## config.mk

```make
export PLATFORM = sky130hd
export DESIGN_NAME = multicycle_ctrl
export DESIGN_NICKNAME = d
export VERILOG_FILES = /design/src/rtl/multicycle_ctrl.sv
export SDC_FILE = /design/constraint.sdc
export NUM_CORES = 1
export LEC_CHECK = 0
export CAP_MARGIN = 20
export CORE_ASPECT_RATIO = 1.2
export CORE_UTILIZATION = 42
export DETAILED_ROUTE_END_ITERATION = 12
export PLACE_DENSITY = 0.75
export SYNTH_ARGS = -nofsm -noshare
export SYNTH_HDL_FRONTEND = slang
export SYNTH_SLANG_ARGS = --single-unit
```

## constraint.sdc

```tcl
create_clock -name clk -period 2 [get_ports clk]
set_input_delay 0.4 -clock clk [delete_from_list [all_inputs] [get_ports clk]]
set_output_delay 0.4 -clock clk [all_outputs]
set_load 0.01 [all_outputs]
```

## src/rtl/multicycle_ctrl.sv

```systemverilog
// Main control FSM for the multicycle MIPS datapath: sequences each instruction
// through fetch/decode/execute/memory/writeback and counts retired instructions.
module multicycle_ctrl #(
  parameter int RETIRE_W = 32
) (
  input  logic                clk,
  input  logic                reset,
  input  logic [5:0]          op,
  input  logic                zero,
  output logic [1:0]          aluOP,
  output logic                alu_src_a,
  output logic [1:0]          alu_src_b,
  output logic [1:0]          pc_src,
  output logic                pc_en,
  output logic                iord,
  output logic                mem_write,
  output logic                ir_write,
  output logic                reg_dst,
  output logic                mem_to_reg,
  output logic                reg_write,
  output logic                instr_done,
  output logic [RETIRE_W-1:0] retired,
  output logic [3:0]          state
);

  typedef enum logic [3:0] {
    FETCH    = 4'd0,
    DECODE   = 4'd1,
    MEMADR   = 4'd2,
    MEMRD    = 4'd3,
    MEMWB    = 4'd4,
    MEMWR    = 4'd5,
    RTYPE_EX = 4'd6,
    RTYPE_WB = 4'd7,
    BEQ_EX   = 4'd8,
    ADDI_EX  = 4'd9,
    ADDI_WB  = 4'd10,
    J_EX     = 4'd11
  } state_t;

  localparam logic [5:0] OP_LW   = 6'b100011;
  localparam logic [5:0] OP_SW   = 6'b101011;
  localparam logic [5:0] OP_R    = 6'b000000;
  localparam logic [5:0] OP_BEQ  = 6'b000100;
  localparam logic [5:0] OP_ADDI = 6'b001000;
  localparam logic [5:0] OP_J    = 6'b000010;

  state_t state_q, state_d;
  logic   known_op;
  logic   pc_write, branch, ir_wr, mem_wr, reg_wr;

  assign known_op = (op == OP_LW) || (op == OP_SW) || (op == OP_R) ||
                    (op == OP_BEQ) || (op == OP_ADDI) || (op == OP_J);

  always_ff @(posedge clk or posedge reset) begin
    if (reset) state_q <= FETCH;
    else       state_q <= state_d;
  end

  always_comb begin
    state_d = FETCH;
    case (state_q)
      FETCH:    state_d = DECODE;
      DECODE: begin
        case (op)
          OP_LW, OP_SW: state_d = MEMADR;
          OP_R:         state_d = RTYPE_EX;
          OP_BEQ:       state_d = BEQ_EX;
          OP_ADDI:      state_d = ADDI_EX;
          OP_J:         state_d = J_EX;
          default:      state_d = FETCH;
        endcase
      end
      MEMADR:   state_d = (op == OP_SW) ? MEMWR : MEMRD;
      MEMRD:    state_d = MEMWB;
      RTYPE_EX: state_d = RTYPE_WB;
      ADDI_EX:  state_d = ADDI_WB;
      default:  state_d = FETCH;
    endcase
  end

  // Moore decode; undefined encodings fall through to all-zero outputs
  always_comb begin
    aluOP      = 2'b00;
    alu_src_a  = 1'b0;
    alu_src_b  = 2'b00;
    pc_src     = 2'b00;
    iord       = 1'b0;
    reg_dst    = 1'b0;
    mem_to_reg = 1'b0;
    instr_done = 1'b0;
    pc_write   = 1'b0;
    branch     = 1'b0;
    ir_wr      = 1'b0;
    mem_wr     = 1'b0;
    reg_wr     = 1'b0;
    case (state_q)
      FETCH: begin
        alu_src_b = 2'b01;
        ir_wr     = 1'b1;
        pc_write  = 1'b1;
      end
      DECODE: begin
        alu_src_b  = 2'b11;
        instr_done = !known_op;
      end
      MEMADR: begin
        alu_src_a = 1'b1;
        alu_src_b = 2'b10;
      end
      MEMRD: iord = 1'b1;
      MEMWB: begin
        mem_to_reg = 1'b1;
        reg_wr     = 1'b1;
        instr_done = 1'b1;
      end
      MEMWR: begin
        iord       = 1'b1;
        mem_wr     = 1'b1;
        instr_done = 1'b1;
      end
      RTYPE_EX: begin
        alu_src_a = 1'b1;
        aluOP     = 2'b10;
      end
      RTYPE_WB: begin
        reg_dst    = 1'b1;
        reg_wr     = 1'b1;
        instr_done = 1'b1;
      end
      BEQ_EX: begin
        alu_src_a  = 1'b1;
        aluOP      = 2'b01;
        pc_src     = 2'b01;
        branch     = 1'b1;
        instr_done = 1'b1;
      end
      ADDI_EX: begin
        alu_src_a = 1'b1;
        alu_src_b = 2'b10;
      end
      ADDI_WB: begin
        reg_wr     = 1'b1;
        instr_done = 1'b1;
      end
      J_EX: begin
        pc_src     = 2'b10;
        pc_write   = 1'b1;
        instr_done = 1'b1;
      end
      default: ;
    endcase
  end

  // Enables are squashed while reset is held so an aborted instruction has no side effects
  assign pc_en     = !reset && (pc_write || (branch && zero));
  assign ir_write  = !reset && ir_wr;
  assign mem_write = !reset && mem_wr;
  assign reg_write = !reset && reg_wr;
  assign state     = state_q;

  always_ff @(posedge clk or posedge reset) begin
    if (reset)           retired <= '0;
    else if (instr_done) retired <= retired + 1'b1;
  end

endmodule

```

# Word level (Yosys, flattened, before mapping)
# Cells that the tools add are included.
# op_classes
n_addsub,1
mul,0
div_mod_pow,0
n_lt_le_gt_ge,0
n_eq_ne,16
shifts,0
n_mux,16
n_bitwise,0
n_reduce_logical,22
# ops
cell,count
$add A32 B1 Y32 const B,1
$pmux W4 S6,1
$pmux W4 S5,1
$eq A4 B3 Y1 const B,4
$eq A4 B4 Y1 const B,4
$eq A6 B6 Y1 const B,2
$mux W1,9
$eq A4 B2 Y1 const B,2
$pmux W2 S2,2
$reduce_or A2 Y1,4
$eq A6 B2 Y1 const B,1
$eq A6 B3 Y1 const B,1
$eq A6 B4 Y1 const B,1
$logic_not A6 Y1,1
$logic_or A1 B1 Y1,6
$pmux W2 S3,1
$reduce_or A6 Y1,1
$logic_and A1 B1 Y1,5
$eq A4 B1 Y1 const B,1
$logic_not A4 Y1,1
$reduce_or A4 Y1,1
$mux W3,1
$reduce_or A3 Y1,1
$logic_not A1 Y1,2
$pmux W1 S2,1
# word_totals
register_bits,36
latchBits,0
ramBits,0
rom_bits,0
input_bits,9
output_inout_bits,51
word_cells,57
memories,0

# Depth between registers and ports, before layout
# logic_depth
word_depth,8
mapped_depth,8
depth_no_buf,6

# Worst setup path before layout
# Ideal clock, no wire load.
# synth_timing
path_kind,input-to-output
startpoint,input op[1]
endpoint,output instr_done
arrival_time_ns,1.540
required_ns,1.600
slack_ns,0.060
cell_stages,6
path_buffers,2
cell_sequence,buf_2 a21oi_1 o21a_1 o41a_1 inv_1 buf_2
# synth_via
elab_chain_len,8
elab_cells_between_ends,13
cone_classes,eq/ne (5); mux (1); reduce/logical (7)
# synth_rtl
element,line_no,rtl
"start, declared",8,"input logic [5:0] op,"
$eq A6 B6 Y1,52,assign known_op = (op == OP_LW) || (op == OP_SW) || (op == OP_R) ||
$logic_or A1 B1 Y1 (3 in series),52,
$logic_or A1 B1 Y1,53,(op == OP_BEQ) || (op == OP_ADDI) || (op == OP_J);
$logic_or A1 B1 Y1 *,53,
$logic_not A1 Y1 *,105,instr_done = !known_op;
$pmux W1 S2 *,97,case (state_q)
"end, declared",21,"output logic instr_done,"
# Every way passes the cells marked *; elsewhere a longest branch is shown, timed or not.

# Worst setup path in the final report
# layout_timing
startpoint,register state_q[3] (netlist: state[3])
endpoint,output instr_done
# layout_via
elab_chain_len,3
elab_cells_between_ends,9
cone_classes,eq/ne (7); mux (1); reduce/logical (1)
# layout_rtl
element,line_no,rtl
"start, declared",48,"state_t state_q, state_d;"
"start signal, assigned",57,else state_q <= state_d;
$eq A4 B4 Y1 or $eq A4 B3 Y1 (tied branches),97,
$reduce_or A6 Y1 (no source line),n/a,
$pmux W1 S2 *,97,
# Marked as above.

==> run metrics <==
CP Capture Type output port; cell chain of the critical path buf_6, buf_6, o41a_1, inv_2, buf_6; DRT antenna net count 0; die height 77.8 µm; grt met2 use 41.9%; asr flop ratio synth 100%; sequential share of the synthesized area between 40 and 50%; number of synthesis warnings 0; Netlist Area Pre-Place between 0.002 and 0.0025 mm²; top_reg_cell synth dfrtp_1; Mapped Nets approximately 220; max_slew headroom 70.4%; cell mode on critical path buf_6; chip width between 60 and 70 µm; sequential power share ~30%; Starting Density ~44%; hold depth 1; area share of and/or/nand/nor cells after synthesis between 20% and 30%; final slew viol count 0; PortBufs 59; GR Overflow Total 0; startpoint types register; core area 0.00459 mm²; worst min path class reg -> reg; GRT Util Overall 24.4%; vias in the first global route about 1900; pwr/cell area around 1000 mW/mm²; Final Hold Viols 0; total negative setup slack -0.0531 ns; Yosys cell types 39; status complete, but fails checks; clk_lat worst skew slightly below 0.3 ns; CP Max Fanout 5; final setup vio count 2; Vias about 2000; die area roughly 0.0051 mm²; H-tree level count 2; # IOs 60; crit path DAT 1.65 ns; dpl hpwl 3600 µm; Tcrit/Tclk final 102%; ratio of cells with drive above 1 in the final layout around 28%; clock network power share 18.8%; fin util a little over two thirds; cts bufs inserted 5; cells after synthesis around 210; Total Nets Final about 320; WL/cell between 15 and 20 µm; clk sinks 36; pin count of the biggest net entering global routing 37; grt met1 use between 30% and 40%; Int Power 2.10 mW; post-synthesis mux area share 0%; CP Class reg -> out; hold path endpoint retired[31]; Pre-antenna DRT Iters 4; largest family of logic cells by synthesized area simple AND/OR/NAND/NOR gates; gr busiest metal met2; worst reg2reg path startpoint state[3]; critical path's largest stage delay 0.46 ns; GR met3 Demand/Resource 4.71%; Antenna diodes 0; Reg2Reg Depth 7; Layout area overhead 61.7%; Iter 0 DRT Violations 58; worst reg-to-reg setup slack ~0.05 ns; Routability Congestion around 0.8; NetSw roughly 1.3 mW; worst vdd ir slightly below 0.0009 V; first-pass GRT wire length about 9400 µm; R2R Path End retired[21]; Avg Cell Area, Syn 9.67 µm²; clock buffer depth 2; CTS tree yes; min setup slack post-route -0.0457 ns; WP data required between 1.5 and 2 ns; Post-Synth Adder-Cell Area less than 1%; placed cell count 350; vias per std cell approximately 5.3; failing checks setup timing; min-delay src retired[31]; EDFF count, synth 0; CTS Root Cell clkbuf_8; clock skew 0.00443 ns; RSZ-0062 raised after global routing yes; XOR/XNOR share of the synthesized area between 10% and 20%; CTS clk-pin slew, worst paths about 0.070 ns; fmax just under 0.5 GHz; Final Critical Period 2.05 ns; DRC 0; Setup WS pre-CTS -0.697 ns; Gate power share between 50% and 60%; # hold bufs at CTS 0; slowest CP cell dfrtp_2; routed wire length 5840 µm; number of core rows 27; worst slew pin tran between 0.4 and 0.5 ns; max-cap violations 0; Synth Register Bits 36; Synth Area in Compound Gates about 5.4%; Pleak ~1.4 nW; initial antenna violation count 0; Finished Layout Cells 366; Sw Share a little under two fifths; hold slack roughly 0.47 ns
[synth_stat cells (all sizes together) (4+ instances only)]
cell type	count	area share, %
a21oi	6	1.5
buf	8	2.8
dfrtp	36	45
inv	6	1.1
nand2	20	3.7
nand2b	4	1.2
nand3	8	2.2
nand4	17	5.3
nor2	16	3.0
nor3	18	6.0
nor4	6	2.5
xnor2	18	7.8
xor2	16	7.0
[critical path, delay by kind of cell, from the launching register on]
family | cells | cell delay (ns)
AO/OA/AOI/OAI | 1 | 0.45
buffers and inverters | 4 | 0.44
flip-flops | 1 | 0.46
[metrics by stage]
step / cell area [µm²] / power, mW
detailed placement: 2880 / 2.31
global route: 3250 / 3.59
floorplan: 2010 / 1.69
finish: 3250 / 3.40
CTS: 3170 / 3.26
global placement: 2880 / 2.30
[sequential cells by signal, indices dropped and copies added, names as in the netlist]
register / cells
retired: 32
state: 4
[cell families after synthesis]
kind of cell,count (synthesis)
buffers and inverters,17
AND/OR/NAND/NOR,103
adder cells (fa/ha/maj),1
AO/OA/AOI/OAI,17
XOR/XNOR,34
flip-flops,36
[cell usage in the layout, fill, tap and decap left out, types with 2 or more instances in the layout]
master | netlist | layout
or3_1 | 2 | 2
clkdlybuf4s50_1 | 0 | 38
buf_2 | 3 | 2
xor2_1 | 16 | 16
nor3b_1 | 2 | 2
nor2_2 | 0 | 2
nand2b_4 | 0 | 2
clkbuf_2 | 1 | 2
nand4_1 | 17 | 17
nor4_4 | 0 | 5
inv_1 | 6 | 5
nand3_1 | 7 | 7
nor2_1 | 16 | 14
o21ai_0 | 3 | 3
a21oi_1 | 6 | 6
dlymetal6s2s_1 | 0 | 2
buf_4 | 1 | 38
nor3_1 | 12 | 9
nor3_2 | 6 | 5
dfrtp_1 | 36 | 34
buf_6 | 1 | 4
nor4b_4 | 0 | 3
dfrtp_2 | 0 | 2
nor3_4 | 0 | 4
nand2_1 | 20 | 20
dlygate4sd2_1 | 0 | 13
clkbuf_8 | 0 | 5
and2_1 | 2 | 2
xnor2_1 | 18 | 18
[metal layers]
layer	wire length [µm]	share of wire, %	vias to the layer above
li1	-	-	932
met1	2440	42	939
met2	2960	51	76
met3	336	5.8	8
met4	106	1.8	0
met5	0	0	-
[power by group through the flow]
| stage | Clock, mW | Combinational, mW | Sequential (mW) |
|---|---|---|---|
| 3_5_place_dp | 0 | 1.32 | 0.987 |
| 6_report | 0.640 | 1.77 | 0.992 |
| 4_1_cts | 0.641 | 1.64 | 0.979 |
| 3_3_place_gp | 0 | 1.31 | 0.990 |
| 5_1_grt | 0.673 | 1.90 | 1.01 |
| 2_1_floorplan | 0 | 0.683 | 1.01 |
[worst max path at each step]
stage / end / from
global route: instr_done / state[3]
global placement: instr_done / op[2]
finish: instr_done / state[3]
floorplan: instr_done / op[1]
detailed placement: instr_done / op[2]
CTS: alu_src_a / state[0]
[timing repair]
item                                    in CTS  in global routing
pin swaps                                   13                 10
setup buffers                                6                  0
endpoints found under the setup margin      42                 22
resized for setup                           48                 27
gates cloned                                 1                  1
[layout make-up]
| type | count | area [µm²] |
|---|---|---|
| repair buffers | 103 | 952 |
| inverters | 6 | 22.5 |
| well taps | 58 | 72.6 |
| flip-flops and latches | 36 | 903 |
| clock buffers | 6 | 72.6 |
| clock inverters | 2 | 35.0 |
| fillers | 369 | 1340 |
| multi-input cells | 155 | 1190 |
(Power assumes the default switching activity.)
==> RTL change: new RTL, same settings <==
Add an input register stage for `op` and `zero`, cleared by the reset; this delays them by one clock.
--- a/src/rtl/multicycle_ctrl.sv
+++ b/src/rtl/multicycle_ctrl.sv
@@ -45,12 +45,25 @@
   localparam logic [5:0] OP_ADDI = 6'b001000;
   localparam logic [5:0] OP_J    = 6'b000010;
 
+  logic [5:0] op_q;
+  logic zero_q;
+
+  always_ff @(posedge clk or posedge reset) begin
+    if (reset) begin
+      op_q   <= '0;
+      zero_q <= '0;
+    end else begin
+      op_q   <= op;
+      zero_q <= zero;
+    end
+  end
+
   state_t state_q, state_d;
   logic   known_op;
   logic   pc_write, branch, ir_wr, mem_wr, reg_wr;
 
-  assign known_op = (op == OP_LW) || (op == OP_SW) || (op == OP_R) ||
-                    (op == OP_BEQ) || (op == OP_ADDI) || (op == OP_J);
+  assign known_op = (op_q == OP_LW) || (op_q == OP_SW) || (op_q == OP_R) ||
+                    (op_q == OP_BEQ) || (op_q == OP_ADDI) || (op_q == OP_J);
 
   always_ff @(posedge clk or posedge reset) begin
     if (reset) state_q <= FETCH;
@@ -62,7 +75,7 @@
     case (state_q)
       FETCH:    state_d = DECODE;
       DECODE: begin
-        case (op)
+        case (op_q)
           OP_LW, OP_SW: state_d = MEMADR;
           OP_R:         state_d = RTYPE_EX;
           OP_BEQ:       state_d = BEQ_EX;
@@ -71,7 +84,7 @@
           default:      state_d = FETCH;
         endcase
       end
-      MEMADR:   state_d = (op == OP_SW) ? MEMWR : MEMRD;
+      MEMADR:   state_d = (op_q == OP_SW) ? MEMWR : MEMRD;
       MEMRD:    state_d = MEMWB;
       RTYPE_EX: state_d = RTYPE_WB;
       ADDI_EX:  state_d = ADDI_WB;
@@ -153,7 +166,7 @@
   end
 
   // Enables are squashed while reset is held so an aborted instruction has no side effects
-  assign pc_en     = !reset && (pc_write || (branch && zero));
+  assign pc_en     = !reset && (pc_write || (branch && zero_q));
   assign ir_write  = !reset && ir_wr;
   assign mem_write = !reset && mem_wr;
   assign reg_write = !reset && reg_wr;
Check against the original RTL: not equivalent (a bounded check fails within 4 cycles, from zero or initial values and one cycle with reset high).
==> RTL change against the unedited design <==
The run still ends with negative setup slack left; power is 1.7% higher; synthesized cell count is 4.8% higher; routed wire length is 2.5% lower; final area is 2.0% higher; sequential cell count is 7 higher; worst setup slack worse by 5.9 ps; core utilization is 5.0 points lower; area after synthesis is 13% higher; sequential share of layout area is 4.7 points higher; critical path type unchanged; critical endpoint is now ir_write; largest cell class unchanged.
==> RTL change: results (changes against the unedited design) <==
status=complete, but fails checks; violated checks=negative setup slack; detailed placer's ending HPWL=3.95 mm (+9.7%); 1st-pass router iterations=4 (unchanged); Synth cell types=45 (+15%); CTS H-tree depth=2 (unchanged); setup_tns=-51.6 ps (+1.50 ps); Top reg by flops=retired; leakage=1.51 nW (+5.8%); Skew-Pair Late Insertion Delay=290 ps (about the same); Hold Path Stages=1 (unchanged); I/O Buffers=59 (unchanged); Slowest-stage cell, CP=or4_4; final setup skew=7.31 ps (+2.88 ps); layout cells sized above 1=25.6% (-2.7 points); number of global-route vias before repair=2055 (+5.9%); setup violators final=1 (-1); worst-path maximum fanout=4 (-1); Hold WS=467 ps (-6.02 ps); R2R depth=7 (unchanged); Synth Instances=218 (+4.8%); Iteration-0 DRC Markers=72 (+24%); nets@finish=318 (+0.32%); slew margin rel.=63.2% (-7.1 points); R2R Setup Slk=110 ps (+60 ps); GP Congestion=0.807 (+0.60%); Finished Layout Cells=369 (+0.82%); Yosys warnings=0 (unchanged); largest net degree at the start of global routing=37 (unchanged); setup ws final=-51.6 ps (-5.91 ps); top post-synthesis cells by area=dfrtp_1 (47%), xor2_1 (8.5%), xnor2_1 (4.2%); GRT Overall Usage=20.9% (-3.5 points); VDD IR max=1.00 mV (+13%); clock buffer depth=2 (unchanged); Num CTS Buffers=5 (unchanged); DR WL/cell=15.4 µm (-3.2%); slowest stage delay, CP=530 ps (+70 ps); Clock Root Buffer=clkbuf_8; delay-heaviest family, CP=simple AND/OR/NAND/NOR gates; via count=1970 (+0.77%); sequential share of the synthesized area=47.5% (+2.7 points); placed cells=351 (+0.29%); placed instance area=0.00307 mm² (+6.8%); initial antenna violation count=0 (unchanged); CP arrival=1650 ps (about the same); first-pass GRT wire length=9.50 mm (+0.66%); Diodes inserted=0 (unchanged); top cells by count, synth=dfrtp_1 (43), xor2_1 (22), nor2_1 (20), nand2_1 (16), nor3_1 (16); Placement Setup Slack=-64.7 ps (+633 ps); post-synthesis net count=228 (+4.6%); max reg flops=32 (unchanged)
RTL change: cell types whose count changed in the layout (fill, tap and decap cells not counted), moves of 4 or more:
cell	before	now
nor4_1	0	4
dfrtp_1	34	41
dlygate4sd2_1	13	8
clkdlybuf4s50_1	38	44
xor2_1	16	22
buf_4	38	30
nor3_1	9	13
xnor2_1	18	11
nand2_1	20	16
nor2_1	14	19
RTL change: cells by family after synthesis:
kind of cell / count (synthesis) / synth area share [%]
xor+xnor: 33 / 12.7
flops: 43 / 47.5
compound gates: 18 / 5.85
fa+ha+maj: 1 / 0.552
simple gates: 106 / 29.4
mux: 1 / 0.442
buf+inv: 16 / 3.53
RTL change: where the power goes:
| group | total (mW) | internal [mW] | switching (mW) |
|---|---|---|---|
| logic | 1.64 | 0.791 | 0.844 |
| clock network | 0.702 | 0.404 | 0.298 |
| registers | 1.12 | 0.967 | 0.156 |
| total | 3.46 | 2.16 | 1.30 |
RTL change: layout make-up:
type | instances | area [µm²]
inverter | 5 | 18.8
timing repair buffer | 94 | 848
clock inverter | 2 | 35.0
multi-input combinational | 159 | 1180
tap | 60 | 75.1
sequential | 43 | 1080
clock buffer | 6 | 82.6
fill | 426 | 1730
RTL change: path summary, 6_finish.rpt:
| check | start | to |
|---|---|---|
| hold reg to reg | retired[31] | retired[31] |
| setup / recovery | state[0] | ir_write |
| max in group asynchronous | reset | state[2] |
| hold / removal | retired[31] | retired[31] |
| min in group asynchronous | reset | state[0] |
| setup reg to reg | state[3] | retired[13] |
RTL change: timing repair:
action	in CTS	in global routing
pin swaps	5	4
endpoints found under the setup margin	15	11
endpoints found under the hold margin	0	0
hold buffers	0	0
setup buffers	9	1
gates resized for setup	34	22
RTL change: routing by layer:
metal	vias up	GRT usage (%)	part of all wire [%]
li1	951	-	-
met1	955	24.0	42
met2	53	38.0	52
met3	11	4.85	4.3
met4	0	8.37	1.6
met5	-	0	0
